<file path="src/rtl/conv_pkg.sv">
`default_nettype none
// ============================================================================
// Package : conv_pkg
// Purpose : Shared types and size helpers for the convolution job sequencer.
//           Holds the sequencer state encoding and the derived sizes that
//           depend on the image side N and the filter side M.
// Revision: 1.0 - initial release
// ============================================================================
package conv_pkg;

  // Job sequencer states, explicit 3-bit encoding
  typedef enum logic [2:0] {
    IDLE  = 3'd0,
    CLEAR = 3'd1,
    RUN   = 3'd2,
    DRAIN = 3'd3,
    OUT   = 3'd4
  } state_t;

  // Side of the valid-convolution result grid
  function automatic int out_size(input int n, input int m);
    return n - m + 1;
  endfunction

  // Number of filter taps visited per job
  function automatic int taps(input int m);
    return m * m;
  endfunction

  // Width of a flat tap index
  function automatic int tap_w(input int m);
    return $clog2(m * m);
  endfunction

  // Width of a tap row or column coordinate
  function automatic int rc_w(input int m);
    return $clog2(m);
  endfunction

endpackage : conv_pkg
`default_nettype wire

</file>
<file path="src/rtl/conv_tap_counter.sv">
`default_nettype none
// ============================================================================
// Module  : conv_tap_counter
// Purpose : Walks the filter taps in row-major order, then counts out the
//           PE pipeline drain. Stops at the last tap (no wrap within a job)
//           and holds once the drain count is complete.
// Ports   : clk, reset      - clock, async active-high reset
//           start           - restart at tap (0,0) with the drain count cleared
//           en              - advance the tap walk, then the drain count
//           tap_row/tap_col - current tap coordinate (registered)
//           last_tap        - current tap is the final one of the walk
//           drain_done      - current cycle is the final drain cycle
// Revision: 1.0 - initial release
// ============================================================================
module conv_tap_counter
  import conv_pkg::*;
#(
  parameter int M        = 2,
  parameter int PIPE_LAT = 1
) (
  input  logic                clk,
  input  logic                reset,
  input  logic                start,
  input  logic                en,
  output logic [rc_w(M)-1:0]  tap_row,
  output logic [rc_w(M)-1:0]  tap_col,
  output logic                last_tap,
  output logic                drain_done
);

  localparam int RC_W = rc_w(M);
  localparam int DR_W = (PIPE_LAT > 1) ? $clog2(PIPE_LAT) : 1;

  localparam logic [RC_W-1:0] c_last_rc    = RC_W'(M - 1);
  localparam logic [DR_W-1:0] c_last_drain = DR_W'(PIPE_LAT - 1);

  logic [RC_W-1:0] r_row;
  logic [RC_W-1:0] r_col;
  logic [DR_W-1:0] r_drain;
  logic            r_taps_done;   // tap walk finished, drain phase active

  assign tap_row    = r_row;
  assign tap_col    = r_col;
  assign last_tap   = ~r_taps_done & (r_row == c_last_rc) & (r_col == c_last_rc);
  assign drain_done = r_taps_done & (r_drain == c_last_drain);

  always_ff @(posedge clk or posedge reset) begin
    if (reset) begin
      r_row       <= '0;
      r_col       <= '0;
      r_drain     <= '0;
      r_taps_done <= 1'b0;
    end else if (start) begin
      r_row       <= '0;
      r_col       <= '0;
      r_drain     <= '0;
      r_taps_done <= 1'b0;
    end else if (en) begin
      if (!r_taps_done) begin
        // Coordinates freeze on the last tap; only the phase flag moves
        if (last_tap) begin
          r_taps_done <= 1'b1;
        end else if (r_col == c_last_rc) begin
          r_col <= '0;
          r_row <= r_row + RC_W'(1);
        end else begin
          r_col <= r_col + RC_W'(1);
        end
      end else if (!drain_done) begin
        r_drain <= r_drain + DR_W'(1);
      end
    end
  end

endmodule : conv_tap_counter
`default_nettype wire

</file>
<file path="src/rtl/conv_job_sequencer.sv">
`default_nettype none
// ============================================================================
// Module  : conv_job_sequencer
// Purpose : Job-level controller for the shared-weight convolution PE grid.
//           Accepts one image+filter job, clears the PE accumulators, steps
//           the filter taps, waits for the PE pipeline, captures the sums and
//           presents them downstream under valid/ready.
// Ports   : clk, reset             - clock, async active-high reset
//           in_valid/in_ready      - job handshake, in_a image, in_b filter
//           abort                  - kill the in-flight job
//           pe_clear/pe_en         - PE accumulator clear / accumulate enable
//           tap_row/tap_col/b_tap  - current tap coordinate and weight
//           img                    - latched image, stable for the job
//           pe_sum                 - grid sums from the PE array
//           out_valid/out_ready    - result handshake, out_p captured result
//           busy                   - a job is in flight or awaiting handoff
//           job_count              - completed result handshakes (wraps)
// Revision: 1.0 - initial release
// ============================================================================
module conv_job_sequencer
  import conv_pkg::*;
#(
  parameter int N          = 3,
  parameter int M          = 2,
  parameter int data_width = 1,
  parameter int PIPE_LAT   = 1
) (
  input  logic                                                  clk,
  input  logic                                                  reset,
  input  logic                                                  in_valid,
  output logic                                                  in_ready,
  input  logic [N-1:0][N-1:0][data_width-1:0]                   in_a,
  input  logic [M-1:0][M-1:0][data_width-1:0]                   in_b,
  input  logic                                                  abort,
  output logic                                                  pe_clear,
  output logic                                                  pe_en,
  output logic [rc_w(M)-1:0]                                    tap_row,
  output logic [rc_w(M)-1:0]                                    tap_col,
  output logic [data_width-1:0]                                 b_tap,
  output logic [N-1:0][N-1:0][data_width-1:0]                   img,
  input  logic [out_size(N,M)-1:0][out_size(N,M)-1:0][2*data_width:0] pe_sum,
  output logic                                                  out_valid,
  input  logic                                                  out_ready,
  output logic [out_size(N,M)-1:0][out_size(N,M)-1:0][2*data_width:0] out_p,
  output logic                                                  busy,
  output logic [15:0]                                           job_count
);

  state_t r_state;
  state_t w_next;

  logic [M-1:0][M-1:0][data_width-1:0] r_b;
  logic [15:0]                         r_job_count;

  logic w_accept;
  logic w_out_hs;
  logic w_capture;
  logic w_cnt_start;
  logic w_cnt_en;
  logic w_last_tap;
  logic w_drain_done;

  // In OUT the slot frees on the result handshake, so a waiting job can be
  // taken in the same cycle without passing through IDLE.
  assign in_ready  = (r_state == IDLE) | ((r_state == OUT) & out_ready);
  assign w_accept  = in_valid & in_ready;
  assign w_out_hs  = out_valid & out_ready;
  assign w_capture = (r_state == DRAIN) & w_drain_done & ~abort;

  assign w_cnt_start = (r_state == CLEAR);
  assign w_cnt_en    = (r_state == RUN) | (r_state == DRAIN);

  assign b_tap     = r_b[tap_row][tap_col];
  assign job_count = r_job_count;

  conv_tap_counter #(
    .M        (M),
    .PIPE_LAT (PIPE_LAT)
  ) u_tap_counter (
    .clk        (clk),
    .reset      (reset),
    .start      (w_cnt_start),
    .en         (w_cnt_en),
    .tap_row    (tap_row),
    .tap_col    (tap_col),
    .last_tap   (w_last_tap),
    .drain_done (w_drain_done)
  );

  // State register
  always_ff @(posedge clk or posedge reset) begin
    if (reset) begin
      r_state <= IDLE;
    end else begin
      r_state <= w_next;
    end
  end

  // Next-state logic
  always_comb begin
    w_next = r_state;
    case (r_state)
      IDLE: begin
        if (in_valid) w_next = CLEAR;
      end
      CLEAR: begin
        w_next = abort ? IDLE : RUN;
      end
      RUN: begin
        if (abort)           w_next = IDLE;
        else if (w_last_tap) w_next = DRAIN;
      end
      DRAIN: begin
        if (abort)             w_next = IDLE;
        else if (w_drain_done) w_next = OUT;
      end
      OUT: begin
        if (out_ready) w_next = in_valid ? CLEAR : IDLE;
      end
      default: begin
        w_next = IDLE;
      end
    endcase
  end

  // Control outputs are registered from the next state so they line up
  // exactly with the state they describe.
  always_ff @(posedge clk or posedge reset) begin
    if (reset) begin
      pe_clear  <= 1'b0;
      pe_en     <= 1'b0;
      out_valid <= 1'b0;
      busy      <= 1'b0;
    end else begin
      pe_clear  <= (w_next == CLEAR);
      pe_en     <= (w_next == RUN);
      out_valid <= (w_next == OUT);
      busy      <= (w_next != IDLE);
    end
  end

  // Job latches: written only on accept, so input traffic while busy is ignored
  always_ff @(posedge clk or posedge reset) begin
    if (reset) begin
      img <= '0;
      r_b <= '0;
    end else if (w_accept) begin
      img <= in_a;
      r_b <= in_b;
    end
  end

  // Result capture on the final drain cycle, suppressed by abort
  always_ff @(posedge clk or posedge reset) begin
    if (reset) begin
      out_p <= '0;
    end else if (w_capture) begin
      out_p <= pe_sum;
    end
  end

  always_ff @(posedge clk or posedge reset) begin
    if (reset) begin
      r_job_count <= '0;
    end else if (w_out_hs) begin
      r_job_count <= r_job_count + 16'd1;
    end
  end

endmodule : conv_job_sequencer
`default_nettype wire

</file>
<file path="config.mk">
export PLATFORM = sky130hd
export DESIGN_NAME = conv_job_sequencer
export DESIGN_NICKNAME = d
export VERILOG_FILES = /design/src/rtl/conv_pkg.sv /design/src/rtl/conv_tap_counter.sv /design/src/rtl/conv_job_sequencer.sv
export SDC_FILE = /design/constraint.sdc
export NUM_CORES = 1
export LEC_CHECK = 0
export BUFFER_PORTS_ARGS = -buffer_cell sky130_fd_sc_hd__clkbuf_2
export CAP_MARGIN = 25
export CORE_MARGIN = 4
export CORE_UTILIZATION = 35
export DETAILED_ROUTE_END_ITERATION = 6
export PLACE_DENSITY = 0.66
export SLEW_MARGIN = 30
export SYNTH_ARGS = -nofsm -noshare
export SYNTH_HDL_FRONTEND = slang
export SYNTH_SLANG_ARGS = --single-unit
</file>
<file path="constraint.sdc">
create_clock -name clk -period 2.22 [get_ports clk]
set_input_delay 0.222 -clock clk [delete_from_list [all_inputs] [get_ports clk]]
set_output_delay 0.222 -clock clk [all_outputs]
set_load 0.02 [all_outputs]
</file>
# Word-level counts from Yosys, hierarchy flattened
# Index checks and enable logic that the tools add are counted.
# classes
n_reduce_logical	8
n_lt_le_gt_ge	2
mux	31
bitwise	13
add_sub_neg	4
n_eq_ne	10
# ops
op	n
1-bit two-way mux	21
3-bit two-way mux	6
16-bit by 1-bit adder with 16-bit output (second input constant)	1
3-bit case mux with 5 select lines	1
3-bit by 2-bit == test with 1-bit output (second input constant)	3
1-bit AND	8
3-bit by 1-bit == test with 1-bit output (second input constant)	2
3-bit == test (second input constant)	2
2-bit two-way mux	3
2-bit by 1-bit inequality test with 1-bit output (second input constant)	3
3-bit AND reduction	2
2-bit nonzero test	3
1-bit by 2-bit less-than comparator with 1-bit output (second input constant)	2
4-bit AND reduction	1
1-bit adder (second input constant)	3
3-bit zero test	1
1-bit inverter	3
3-bit nonzero test	1
1-bit OR	2
# word_totals
in_bits	30
wordCells	95
regBits	52
out_inout_bits	45

# Depth between registers and ports, before layout
# Gate-level depths: netlist of run 1.
# logic_depth
depth_word	7
mapped_depth	6
ltp_nobuf	5

# Hierarchy
# A second synthesis of run 1 with hierarchy kept.
# hier_totals
cells_unflattened	163
area_unflattened_um2	2207.1
# by_module_without_submodules
module	area_per_inst_um2	cells_per_inst	seq_area_each_um2	instances
conv_job_sequencer	2018.2	145	1201.2	1
conv_tap_counter	188.9	18	100.1	1

# Worst setup path before layout of run 1
# Ideal clock, no wire load.
# synth_path
path_kind	register to register
start	register r_state[2]
end	register img[5] (netlist name)
setup_time_ns	0.125
required_time_ns	2.095
stages_incl_launch_ff	7
arrival_ns	1.464
synth_period_minus_slack_ns	1.589
slack_ns	0.631
path_buffers	2
cell_sequence	dfrtp_1 -> buf_6 -> nor2b_4 -> nor3_4 -> nand2_4 -> buf_6 -> mux2_4
# synth_between
elab_chain_cells	4
elab_cells_between_ends	5
cone_classes	1 x eq/ne; 3 x bitwise; 1 x reduce/logical
# synth_lines
element	line	rtl
from (decl)	conv_job_sequencer.sv:49	state_t r_state;
from (signal assigned)	conv_job_sequencer.sv:95	r_state <= w_next;
3-bit == test	conv_job_sequencer.sv:65	assign in_ready = (r_state == IDLE) | ((r_state == OUT) & out_ready);
1-bit AND	conv_job_sequencer.sv:65	
1-bit OR *	conv_job_sequencer.sv:65	
named net in_ready	conv_job_sequencer.sv:31	output logic in_ready,
1-bit AND *	conv_job_sequencer.sv:66	assign w_accept = in_valid & in_ready;
to (signal assigned)	conv_job_sequencer.sv:148	img <= in_a;
to (decl)	conv_job_sequencer.sv:40	output logic [N-1:0][N-1:0][data_width-1:0] img,
# Mark *: on every way through the listed nets, which the timed path passes. The rest lies on a longest branch.
# A chain may end at the register's enable or synchronous reset.

# Final worst setup path of run 1
# layout_path
start	register u_tap_counter.r_row, in the netlist u_tap_counter.tap_row
end	output port b_tap
# layout_between
elab_chain_cells	4
# layout_lines
element	line	rtl
from (decl)	conv_tap_counter.sv:37	logic [RC_W-1:0] r_row;
from (signal assigned)	conv_tap_counter.sv:65	r_row <= r_row + RC_W'(1);
2-bit two-way mux (implied by the code) (2 in series)	conv_job_sequencer.sv:73	assign b_tap = r_b[tap_row][tap_col];
1-bit two-way mux (implied by the code) (2 in series)	conv_job_sequencer.sv:73	
to (decl)	conv_job_sequencer.sv:39	output logic [data_width-1:0] b_tap,
# Every way passes these cells. The select of a mux whose other input is x is not followed.

==> results by group, run 1 <==
Global routing
  – GRT Resource Usage Total: 0.118
  – Grt ovf: 0
  – Vias in the first global route: between 1000 and 1500
  – First-pass GRT wire length: around 7.2 mm
  – Antenna violations before repair: 0
  – Largest net degree at the start of global routing: 29

Clock network
  – Postcts setup bufs: 0
  – Clock Pin Slew Worst Setup and Hold Paths: ~0.090 ns
  – Htree depth: 2
  – TritonCTS clock tree: done
  – Number of clock sinks: 52
  – Max Buffers Root-to-Sink: 2
  – Root Driver: clkbuf_8
  – Inserted Clock Buffers: 5
  – Worst-skew pair later-pin latency: about 0.29 ns
  – Post-CTS sizing: 0

Worst setup path
  – Reg-to-reg slack, setup: 0.54 ns
  – Crit path kind: flip-flop to output port
  – Setup crit end kind: output port
  – Critical Path Source: u_tap_counter.tap_row$_DFFE_PP0P_
  – R2R depth: 4
  – Arrival time worst endpoint: between 1 and 1.5 ns
  – Type of origin of the critical path: flip-flop
  – WP data required: about 2.0 ns
  – Worst r2r src: r_state[1]$_DFF_PP0_
  – RR Endpoint: out_p[8]$_DFFE_PP0P_
  – CP Max Fanout: 7

Synthesis
  – Post-Syn Area: 2260 um^2
  – Number of synthesis warnings: 0
  – Yosys cell types: 33
  – FF+latch count, synth: 52
  – Area leader, netlist: dfrtp_1
  – Number of synthesized flops with an enable pin: 0
  – Synth Net Count: between 150 and 200
  – Mean Syn Cell Area: ~14 um^2
  – Synth top area share: 0.576
  – Ys async rst share: 1.00
  – Ys flop type: dfrtp_1
  – Mapped Cells: 166
  – Register area share after synthesis: 0.576
  – Top cells by area, synth: dfrtp_1 (58%), mux2_2 (9.0%), mux2_4 (5.3%)

Cells and area
  – Ant diodes: 0
  – Non-filler cells, final: roughly 320
  – Layout cells sized above 1: 0.494
  – # nets final: roughly 280
  – Area Growth Syn to Fin: 24.2%

Pwr
  – Sw frac: 0.360
  – Comb pwr share: 0.359
  – Int Pwr: 1.97 mW
  – Pwr Density: roughly 1100 nW/um^2
  – Leak: 1.40 nW
  – Max VDD drop: roughly 0.5 mV
  – Switching power of the nets: between 1 and 1.5 mW
  – Clock power frac: 0.178
  – Sequential share of power: 0.464

Die
  – Die area: approximately 7800 um^2
  – # IOs: 75
  – CORE AREA: 6310 um^2
  – Initial Util: 0.358
  – Row Count: 29
  – Die extent in y: 88.4 um
  – Die width: 88.4 um

Placed design
  – HPWL after DPL: 3.26 mm
  – Inst Count DP: 313
  – Placer Congestion: about 0.74
  – Port bufs: 74

Detailed routing
  – Antenna-violating nets left: 0
  – Wire length per cell: roughly 13 um
  – Via/cell ratio: roughly 4.7
  – First drt pass iteration count: 3
  – Via count: about 1500
  – Initial DRC Count: 9
  – WL final: approximately 4.3 mm
  – # DRC: 0

STA
  – Relative slew slack: 0.639
  – Crit path time final: ~1.7 ns
  – Final setup fails: 0
  – Setup_tns: 0 ns
  – Fmax: around 590 MHz
  – Pins Over Slew Limit: 0
  – Fin crit share: 0.764
  – Final Skew: about 0.0059 ns
  – Worst Tran Pin Value: approximately 0.54 ns
  – RSZ-0062 raised after global routing: no
  – Hold Vio Cnt, Final: 0

Worst hold path
  – Worst hold start: in_a[4]
  – Class of the worst hold path: primary input to flip-flop
  – Hold path depth: 2
  – Hold Path End: img[4]$_DFFE_PP0P_

Flow run
  – Max cap viols: 0

Status
  – Status: finished, final reports clean
how the worst max path moves through the flow:
| stage | to | slack [ns] | depth (start not counted) |
|---|---|---|---|
| 3_5_place_dp | out_p[8]$_DFFE_PP0P_ | 0.55 | 4 |
| 3_3_place_gp | out_p[7]$_DFFE_PP0P_ | 0.60 | 4 |
| 5_1_grt | b_tap | 0.40 | 2 |
| 6_report | b_tap | 0.52 | 2 |
| 2_1_floorplan | img[5]$_DFFE_PP0P_ | 0.63 | 6 |
| 4_1_cts | b_tap | 0.49 | 2 |
state kept, by name (all words and copies together), names as in the netlist:
signal and count:
img 9, u_tap_counter.r_drain 1, u_tap_counter.tap_col 1, out_p 12, job_count 16, u_tap_counter.r_taps_done 1
r_state 3, out_valid 1, pe_en 1, u_tap_counter.tap_row 1, pe_clear 1, busy 1
r_b 4
metal layers:
| metal | share of wire | up-vias | global-route usage |
|---|---|---|---|
| met3 | 0.059 | 2 | 0.0354 |
| li1 | - | 730 | - |
| met2 | 0.50 | 37 | 0.192 |
| met4 | 0.0053 | 0 | 0.0330 |
| met1 | 0.43 | 746 | 0.153 |
| met5 | 0 | - | 0 |
power groups by stage:
stage | clock network (mW) | logic [mW] | registers, mW
finish | 0.547 | 1.10 | 1.43
global route | 0.619 | 1.21 | 1.48
CTS | 0.580 | 1.13 | 1.44
global placement | 0 | 1.10 | 1.45
detailed placement | 0 | 1.12 | 1.46
floorplan | 0 | 0.545 | 1.66
repair_timing:
| item | CTS | global route |
|---|---|---|
| hold buffers | 1 | 0 |
| endpoints found under the setup margin | 0 | 0 |
| hold endpoints to repair | 24 | 0 |
cells by family after synthesis:
family,Yosys count,share of synthesized area
flops,52,0.576
simple gates,48,0.143
mux,27,0.153
xor+xnor,15,0.0581
compound gates,13,0.0365
buf+inv,10,0.0288
fa+ha+maj,1,0.00553
worst max-delay path: stages, from the launching register on:
cell,delay [ns]
dfrtp_1,0.48
mux4_2,0.52
clkbuf_2,0.17
Yosys cell counts, types with 2 or more instances:
cell and count:
dfrtp_1 52, mux2_2 18, nand2_1 13, xnor2_1 13
nor2_1 9, mux2_4 8, nand3_1 7, a21oi_1 4
inv_1 4, o21a_1 4, buf_6 3, nand4_1 3
nor3b_1 3, nor4_4 3, o21ai_0 3, xor2_1 2
through the flow:
| step | cell area, um^2 | power (mW) | hold slack, ns | worst slack (ns) | utilization |
|---|---|---|---|---|---|
| 6_report | 2810 | 3.08 | 0.150 | 0.524 | 0.445 |
| 2_1_floorplan | 2260 | 2.21 | 0.300 | 0.631 | - |
| 5_1_grt | 2810 | 3.31 | 0.126 | 0.404 | 0.445 |
| 3_5_place_dp | 2710 | 2.58 | 0.299 | 0.554 | 0.428 |
| 4_1_cts | 2810 | 3.14 | 0.137 | 0.490 | 0.445 |
| 3_3_place_gp | 2710 | 2.55 | 0.293 | 0.599 | 0.428 |
layout make-up:
| class | count | area [um^2] |
|---|---|---|
| Sequential cell | 52 | 1300 |
| Tap cell | 77 | 96.3 |
| Clock buffer | 6 | 82.6 |
| Timing Repair Buffer | 77 | 408 |
| Clock inverter | 2 | 10.0 |
| Fill cell | 629 | 3510 |
| Multi-Input combinational cell | 104 | 895 |
| Inverter | 4 | 15.0 |
cells in the final DEF (no fill, tap or decap), types with 4 or more instances in the layout:
master,count
clkbuf_2,74
dfrtp_1,52
mux2_2,18
nand2_1,13
xnor2_1,13
nor2_1,9
mux2_4,8
nand3_1,7
clkbuf_8,6
a21oi_1,4
o21a_1,4
Power figures use the tool's default switching activity.
==> run 2, diff against run 1 <==
- PLACE_DENSITY: 0.66 -> 0.68
- clock period: 2.22 -> 1.5 ns (I/O delays scaled with it)
==> run 2 against run 1 <==
Compared with the run above:
- sequential power is 43% higher
- first-iteration DRC count grew to 2.9 times the previous value
- critical path depth stayed put
- combinational power is 77% higher
==> results by group, run 2 (same netlist as run 1, synthesis figures left out) <==
Status
  – Status: finished, final reports clean

STA
  – Fin crit share: 0.991
  – Relative slew slack: 0.752
  – Crit path time final: roughly 1.5 ns
  – Worst Tran Pin Value: 0.363 ns
  – RSZ-0062 raised after global routing: yes
  – Hold Vio Cnt, Final: 0
  – Final Skew: 0.00541 ns
  – Final setup fails: 0
  – Fmax: between 600 and 700 MHz
  – Setup ws final: ~0.014 ns
  – Hold Slack: 0.0747 ns
  – Pins Over Slew Limit: 0

Cells and area
  – Commonest non-fill, non-tap cell in the layout: clkbuf_2
  – Non-filler cells, final: 340
  – Most frequent cells in the layout: clkbuf_2 (72), dfrtp_1 (49), mux2_4 (16), buf_4 (16), xnor2_1 (13)
  – # nets final: 293
  – Max reg flops: 16
  – # fillers: 603
  – Final instance area: around 3000 um^2
  – Layout cells sized above 1: 0.544
  – Ant diodes: 0
  – Area Growth Syn to Fin: 33.8%

Pwr
  – Pwr Density: about 1600 nW/um^2
  – Switching power of the nets: ~1.7 mW
  – Leak: between 1.5 and 2 nW
  – Max VDD drop: about 0.81 mV
  – Sequential share of power: 0.424
  – Clock power frac: 0.171
  – Total Power: 4.83 mW
  – Comb pwr share: 0.405
  – Sw frac: 0.353
  – Int Pwr: roughly 3.1 mW

Detailed routing
  – Via/cell ratio: 4.68
  – First drt pass iteration count: 5
  – Wire length per cell: ~14 um
  – Initial DRC Count: 26
  – WL final: 4.70 mm
  – Antenna-violating nets left: 0
  – # DRC: 0
  – Via count: ~1600

Worst setup path
  – Crit path kind: flip-flop to output port
  – CP Max Fanout: 2
  – Type of origin of the critical path: flip-flop
  – Setup crit end kind: output port
  – Worst r2r src: u_tap_counter.r_drain$_DFFE_PP0P_
  – WP data required: between 1 and 1.5 ns
  – Critical Path Source: u_tap_counter.tap_row$_DFFE_PP0P_
  – Arrival time worst endpoint: around 1.3 ns

Flow run
  – Max cap viols: 0

Clock network
  – Clock Pin Slew Worst Setup and Hold Paths: approximately 0.090 ns
  – Max Buffers Root-to-Sink: 2
  – Root Driver: clkbuf_8
  – Inserted Clock Buffers: 5
  – Htree depth: 2
  – Worst-skew pair later-pin latency: approximately 0.30 ns
  – Number of clock sinks: 52
  – TritonCTS clock tree: done

Placed design
  – Port bufs: between 70 and 80
  – Setup slack at placement: 0.0250 ns
  – DP Area: ~2800 um^2
  – Placer Congestion: approximately 0.71
  – Inst Count DP: between 300 and 400
  – HPWL after DPL: 3.33 mm

Worst hold path
  – Worst hold start: in_a[2]
  – Class of the worst hold path: primary input to flip-flop

Global routing
  – GRT Resource Usage Total: 0.122
  – Grt ovf: 0
  – Vias in the first global route: roughly 1600
  – Largest net degree at the start of global routing: between 50 and 60
  – Antenna violations before repair: 0
  – First-pass GRT wire length: 7.38 mm

Die
  – Die area: approximately 8000 um^2
  – Initial Util: 0.358
  – CORE AREA: between 6000 and 7000 um^2
  – Die extent in y: 88.4 um
  – # IOs: 75
  – Die width: approximately 88 um
  – Row Count: 29
==> run 2: final cells by class <==
cell class	instances	area [um^2]	share of cell area
sequential	52	1310	0.432
multi-input combinational	105	936	0.309
timing repair buffer	94	578	0.191
tap	77	96.3	0.0319
clock buffer	7	86.3	0.0285
inverter	4	15.0	0.00496
clock inverter	1	7.51	0.00248
==> run 2: timing repair <==
action | CTS | global route
hold buffers | 1 | 0
setup endpoints to repair | 1 | 23
hold endpoints to repair | 52 | 0
gates cloned | 0 | 2
resized for setup | 1 | 11
setup buffers | 1 | 7
pin swaps | 0 | 5
==> run 2: worst paths after layout <==
kind | endpoint | cells past startpoint | slack, ns
min reg2reg | job_count[15]$_DFFE_PP0P_ | 1 | 0.48
max reg2reg | out_p[9]$_DFFE_PP0P_ | 4 | 0.04
max in group asynchronous | u_tap_counter.r_drain$_DFFE_PP0P_ | 4 | 0.84
min | img[2]$_DFFE_PP0P_ | 2 | 0.07
max | b_tap | 2 | 0.01
min in group asynchronous | img[5]$_DFFE_PP0P_ | 4 | 0.42
==> run 2: routing by layer <==
layer | share of wire | vias to the layer above | track usage
li1 | - | 762 | -
met1 | 0.43 | 778 | 0.151
met2 | 0.50 | 43 | 0.204
met3 | 0.059 | 7 | 0.0354
met4 | 0.012 | 0 | 0.0412
met5 | 0 | - | 0
==> run 2: power by group through the flow <==
stage          Clock [mW]  Combinational [mW]  Sequential, mW
2_1_floorplan           0               0.859            2.47
3_3_place_gp            0                1.79            2.09
3_5_place_dp            0                1.82            2.10
4_1_cts             0.872                1.86            2.06
5_1_grt             0.918                2.10            2.11
6_report            0.824                1.95            2.05
==> run 2: worst max-delay path, stage by stage, from the launching register on <==
cell	delay, ns
dfrtp_2	0.39
mux4_2	0.50
buf_6	0.15
==> run 2: stage by stage <==
stage / util / TNS (ns)
2_1_floorplan: - / -0.812
3_3_place_gp: 0.444 / 0
3_5_place_dp: 0.444 / 0
4_1_cts: 0.462 / -0.0190
5_1_grt: 0.479 / -0.0800
6_report: 0.479 / 0
